File: src/rtl/mux_arb_nway_if.sv
// Handshake bundle between N producers, the arbitrating mux and one consumer.
// Channel i data sits at in_data[i*WIDTH +: WIDTH].
interface mux_arb_nway_if #(
    parameter int WIDTH    = 16,
    parameter int CHANNELS = 8
);
    localparam int SEL_W = $clog2(CHANNELS);

    logic [CHANNELS*WIDTH-1:0] in_data;
    logic [CHANNELS-1:0]       in_valid;
    logic [CHANNELS-1:0]       in_ready;
    logic [SEL_W-1:0]          sel;
    logic [WIDTH-1:0]          out_data;
    logic [SEL_W-1:0]          out_chan;
    logic                      out_valid;
    logic                      out_ready;

    modport slave (
        input  in_data, in_valid, sel, out_ready,
        output in_ready, out_data, out_chan, out_valid
    );

    modport master (
        output in_data, in_valid, sel, out_ready,
        input  in_ready, out_data, out_chan, out_valid
    );
endinterface

File: src/rtl/mux_arb_nway.sv
// N-way W-bit mux with one output register and valid/ready on every side.
// Selection is round-robin (MODE 0), fixed priority (MODE 1) or explicit sel (MODE 2).
module mux_arb_nway_lane #(
    parameter int MODE = 0
) (
    input  logic valid,
    input  logic sel_hit,
    input  logic gnt_hit,
    input  logic en,
    output logic elig,
    output logic ready
);
    assign elig  = valid && (sel_hit || (MODE != 2));
    assign ready = en && gnt_hit;
endmodule

module mux_arb_nway #(
    parameter int WIDTH    = 16,
    parameter int CHANNELS = 8,
    parameter int MODE     = 0
) (
    input  logic           clk,
    input  logic           rst_n,
    mux_arb_nway_if.slave  bus
);
    localparam int SEL_W = $clog2(CHANNELS);

    logic [CHANNELS-1:0][WIDTH-1:0] lane_data;
    logic [CHANNELS-1:0]            sel_hit;
    logic [CHANNELS-1:0]            elig;
    logic [CHANNELS-1:0]            ready;
    logic [SEL_W-1:0]               ptr;
    logic [SEL_W-1:0]               base;
    logic [SEL_W-1:0]               gnt;
    logic [SEL_W-1:0]               idx_s;
    logic                           load;
    logic                           has_grant;
    logic                           en;
    int                             idx;

    logic [WIDTH-1:0]               out_data_q;
    logic [SEL_W-1:0]               out_chan_q;
    logic                           out_valid_q;

    assign lane_data = bus.in_data;
    assign load      = !out_valid_q || bus.out_ready;
    assign has_grant = |elig;
    assign en        = rst_n && load && has_grant;
    // Only round-robin rotates the scan start; the other modes scan from 0.
    assign base      = (MODE == 0) ? ptr : '0;

    for (genvar i = 0; i < CHANNELS; i++) begin : g_lane
        assign sel_hit[i] = (bus.sel == SEL_W'(i));
        mux_arb_nway_lane #(.MODE(MODE)) u_lane (
            .valid   (bus.in_valid[i]),
            .sel_hit (sel_hit[i]),
            .gnt_hit (gnt == SEL_W'(i)),
            .en      (en),
            .elig    (elig[i]),
            .ready   (ready[i])
        );
    end

    // Scan base, base+1, ... modulo CHANNELS; walking downward lets the
    // nearest eligible index overwrite farther ones.
    always_comb begin
        gnt   = '0;
        idx   = 0;
        idx_s = '0;
        for (int k = CHANNELS - 1; k >= 0; k--) begin
            idx = int'(base) + k;
            if (idx >= CHANNELS) idx = idx - CHANNELS;
            idx_s = idx[SEL_W-1:0];
            if (elig[idx_s]) gnt = idx_s;
        end
    end

    always_ff @(posedge clk or negedge rst_n) begin
        if (!rst_n) begin
            out_data_q  <= '0;
            out_chan_q  <= '0;
            out_valid_q <= 1'b0;
            ptr         <= '0;
        end else if (en) begin
            out_data_q  <= lane_data[gnt];
            out_chan_q  <= gnt;
            out_valid_q <= 1'b1;
            if (MODE == 0)
                ptr <= (gnt == SEL_W'(CHANNELS - 1)) ? '0 : gnt + SEL_W'(1);
        end else if (bus.out_ready) begin
            out_valid_q <= 1'b0;
        end
    end

    assign bus.in_ready  = ready;
    assign bus.out_data  = out_data_q;
    assign bus.out_chan  = out_chan_q;
    assign bus.out_valid = out_valid_q;
endmodule
File: src/flat_wrapper.sv
// flat-port wrapper written by rule: the top's interface ports become plain ports
module mux_arb_nway_flat 
#(
    parameter int WIDTH    = 16,
    parameter int CHANNELS = 8,
    parameter int MODE     = 0
)
  (clk, rst_n, bus_in_data, bus_in_valid, bus_sel, bus_out_ready, bus_in_ready, bus_out_data, bus_out_chan, bus_out_valid);
  mux_arb_nway_if #(.WIDTH(WIDTH), .CHANNELS(CHANNELS)) bus_i ();
  input  logic clk;
  input  logic rst_n;
  input wire logic [$bits(bus_i.in_data)-1:0] bus_in_data;
  input wire logic [$bits(bus_i.in_valid)-1:0] bus_in_valid;
  input wire logic [$bits(bus_i.sel)-1:0] bus_sel;
  input wire logic [$bits(bus_i.out_ready)-1:0] bus_out_ready;
  output wire logic [$bits(bus_i.in_ready)-1:0] bus_in_ready;
  output wire logic [$bits(bus_i.out_data)-1:0] bus_out_data;
  output wire logic [$bits(bus_i.out_chan)-1:0] bus_out_chan;
  output wire logic [$bits(bus_i.out_valid)-1:0] bus_out_valid;
  assign bus_i.in_data = bus_in_data;
  assign bus_i.in_valid = bus_in_valid;
  assign bus_i.sel = bus_sel;
  assign bus_i.out_ready = bus_out_ready;
  assign bus_in_ready = bus_i.in_ready;
  assign bus_out_data = bus_i.out_data;
  assign bus_out_chan = bus_i.out_chan;
  assign bus_out_valid = bus_i.out_valid;
  mux_arb_nway #(.WIDTH(WIDTH), .CHANNELS(CHANNELS), .MODE(MODE)) u_core (.clk(clk), .rst_n(rst_n), .bus(bus_i));
endmodule
File: config.mk
export PLATFORM = sky130hd
export DESIGN_NAME = mux_arb_nway_flat
export DESIGN_NICKNAME = d
export VERILOG_FILES = /design/src/rtl/mux_arb_nway_if.sv /design/src/rtl/mux_arb_nway.sv /design/src/flat_wrapper.sv
export SDC_FILE = /design/constraint.sdc
export NUM_CORES = 1
export LEC_CHECK = 0
export ABC_AREA = 1
export ABC_CLOCK_PERIOD_IN_PS = 7480
export CORE_MARGIN = 8
export CORE_UTILIZATION = 40
export DETAILED_ROUTE_END_ITERATION = 8
export PLACE_DENSITY_LB_ADDON = 0.25
export SETUP_SLACK_MARGIN = 0.1
export SYNTH_ARGS = -nofsm -noshare
export SYNTH_HDL_FRONTEND = slang
export SYNTH_SLANG_ARGS = --single-unit
export TNS_END_PERCENT = 100
File: constraint.sdc
create_clock -name clk -period 7.48 [get_ports clk]
set_clock_uncertainty 0.2 [all_clocks]
set_input_delay 2.244 -clock clk [delete_from_list [all_inputs] [get_ports clk]]
set_output_delay 2.244 -clock clk [all_outputs]
set_load 0.01 [all_outputs]
==> key figures <==
Finish
  • Multi-input gate area: around 2100 sq um
  • Storage element area: between 500 and 600 sq um
  • Share of cells above drive strength 1: 5.03%
  • Post-route cell area: between 4000 and 5000 sq um
  • Number of diodes: 0
  • Final nets: approximately 860
  • Fillers: 724
  • Area growth, synth to finish: 52.6%

Die
  • Die height: 104 microns
  • Top Ports: 170
  • Die area: 10,700 sq um
  • Die X: between 100 and 150 microns
  • Starting Density: a little over 40%
  • Num rows: 32
  • Core Box Area: ~7600 sq um

Critical path
  • Worst setup EP type: output pin
  • Critical path class: in -> out
  • Startpoint Class: primary input
  • Most common cell on crit path: nand2_1
  • Worst endpoint data arrival time: roughly 4.6 ns
  • Maximum fanout along the worst path: 4
  • RR Startpoint: u_core.base[0]
  • CP Cell Sequence: clkdlybuf4s50_1 -> nand2_1 -> nand3_1 -> nand3_1 -> nand2_1 -> nand2_1 -> nand2_1 -> nand3_1 -> nand3_1 -> a21boi_1 -> o21bai_2 -> nand2_1 -> nor2_4 -> inv_1 -> nor2_1 -> clkdlybuf4s50_1
  • Worst endpoint required time: just over 5 ns
  • Worst reg-to-reg path cell count: 22
  • FF-to-FF End: u_core.bus.out_data[14]
  • Critical Path Slowest Stage Cell: clkdlybuf4s50_1
  • Slowest stage delay, CP: about 0.54 ns
  • Flop2flop setup slack: between 3 and 4 ns

Global routing
  • GRT Util Overall: 20.4%
  • Vias in the first global route: 3,915
  • Initial antenna violation count: 0
  • Largest net degree at the start of global routing: 66
  • GR Overflow Total: 0
  • First-pass GRT wire length: 18,700 microns

Route
  • Vias/cell: just under 5
  • DRC viols: 0
  • Drt total wl: 11,300 microns
  • DRT Pass-1 Iters: 4
  • Wire per inst: 13.8 microns
  • Via count: approximately 4,100
  • Routed Antenna Nets: 0
  • Initial drt markers: between 150 and 200

Synthesis
  • Synth top area cells: nand2_1, dfrtp_1, nand3_1
  • Syn Inst Count: between 500 and 600
  • Seq/Total Area, Yosys: between 10% and 20%
  • Synth Net Count: between 700 and 800
  • Top cell type's share of synthesized area: between 40% and 50%
  • Avg Cell Area, Syn: roughly 5.3 sq um
  • Distinct cells, synth: 28
  • Post-Syn Area: between 3000 and 4000 sq um
  • Area leader, netlist: nand2_1
  • YS warnings: 0
  • FF+latch count, synth: 23

Timing
  • Final hold violations: 0
  • Pins Over Slew Limit: 0
  • Worst-Margin Slew: about 0.65 ns
  • Min Tclk post-route: around 7 ns
  • RSZ-0062 raised after global routing: no
  • Setup TNS: 0 ns
  • Final setup violation count: 0
  • Final period util: between 90% and 100%
  • Slew headroom: 56.6%
  • Fmax: between 0.1 and 0.15 GHz

Clock network
  • H-tree lvl count: 1
  • Hold_buf cts: 0
  • Post_cts resized: 0
  • Root buffer cell: clkbuf_8
  • Clk buf depth: 2
  • Clock Sink Count: 23
  • Worst-skew pair later-pin latency: 0.27 ns
  • Clock Pin Slew Worst Setup and Hold Paths: ~0.08 ns
  • Post-CTS setup buffers: 0
  • Cts bufs inserted: 3
  • CTS tree: done

Min path
  • Min-delay src: u_core.bus.out_data[2]
  • Worst Hold End: u_core.bus.out_data[2]
  • Hold Path Class: reg -> reg
  • Hold depth: 2

Job
  • Max-cap violations: 0

Placed design
  • Post-DP Area: roughly 4600 sq um
  • HPWL after detailed placement: approximately 9100 microns
  • Buffers added on ports: about 170
  • GPL Wtd Cong: 0.856

Outcome
  • Status: complete, no violations
worst max path at each step:
stage                          startpoint  slack, ns  depth (start not counted)         endpoint
after detailed placement  bus_in_valid[6]       0.42                         16  bus_in_ready[5]
after CTS                 bus_in_valid[6]       0.40                         16  bus_in_ready[5]
after floorplan           bus_in_valid[0]       1.36                          8  bus_in_ready[0]
after global routing      bus_in_valid[6]       0.15                         16  bus_in_ready[5]
final                     bus_in_valid[6]       0.41                         16  bus_in_ready[6]
after global placement    bus_in_valid[2]       0.44                          9  bus_in_ready[1]
state kept, by name, indices dropped and copies added, names as in the netlist:
signal and cells:
u_core.bus.out_chan 3, u_core.bus.out_valid 1, u_core.bus.out_data 16, u_core.base 3
per-stage QoR:
step	setup slack, ns	hold slack [ns]	util [%]	std cells
after detailed placement	0.424	0.282	61.2	814
after floorplan	1.36	0.319	-	578
final	0.409	0.302	61.8	818
after global routing	0.152	0.334	61.8	818
after global placement	0.436	0.269	61.2	814
after CTS	0.403	0.305	61.8	818
kinds of logic after synthesis:
group / Yosys count / synth area share (%)
flip-flops: 23 / 18.8
AND/OR/NAND/NOR: 471 / 64.1
XOR/XNOR: 1 / 0.286
buffers and inverters: 64 / 12.4
adder cells (fa/ha/maj): 2 / 0.816
AO/OA/AOI/OAI: 17 / 3.67
layout make-up:
cell class / instances / area share [%]
multi-input combinational: 491 / 45.1
sequential: 23 / 12.3
timing repair buffer: 176 / 37.1
clock buffer: 4 / 0.963
tap: 102 / 2.73
inverter: 22 / 1.77
per-layer routing:
layer	wire [microns]	part of all wire (%)	GRT usage, %
met1	4760	42	24.9
met3	966	8.6	6.26
met5	0	0	0
met4	160	1.4	4.30
met2	5400	48	34.5
layout by cell type (no fill, tap or decap), types with 2 or more instances in the layout:
master / synthesis / final
nand2_1: 332 / 332
clkdlybuf4s50_1: 0 / 166
nand3_1: 112 / 112
dfrtp_1: 23 / 23
inv_1: 12 / 12
nor2_1: 12 / 12
buf_4: 23 / 10
inv_2: 9 / 9
a21oi_1: 6 / 6
nand2_2: 5 / 5
nand3_2: 4 / 4
o21ai_0: 4 / 4
clkbuf_8: 0 / 3
o21ai_1: 2 / 2
nor4_1: 2 / 2
ha_1: 2 / 2
Yosys cell counts:
| library cell | n |
|---|---|
| buf_2 | 12 |
| nand2_2 | 5 |
| o21bai_2 | 1 |
| a21oi_1 | 6 |
| nand2_1 | 332 |
| xor2_1 | 1 |
| a21boi_1 | 1 |
| buf_6 | 5 |
| nand4_1 | 1 |
| o21ai_1 | 2 |
| clkinv_1 | 1 |
| nor4_1 | 2 |
| inv_1 | 12 |
| nor2_1 | 12 |
| buf_4 | 23 |
| and2_1 | 1 |
| inv_2 | 9 |
| nand3_2 | 4 |
| nor2_4 | 1 |
| o21ai_0 | 4 |
| ha_1 | 2 |
| nor3_1 | 1 |
| a21oi_2 | 1 |
| o21ai_2 | 1 |
| a21oi_4 | 1 |
| clkbuf_1 | 2 |
| nand3_1 | 112 |
| dfrtp_1 | 23 |
worst max-delay path: cells and delay by family:
family	cells	cell delay [ns]
buf+inv	3	1.14
simple gates	11	0.99
compound gates	2	0.25
Power is left out: the tool's default activity adds up to more than one toggle a clock period on the data nets, which glitch-free logic cannot reach.
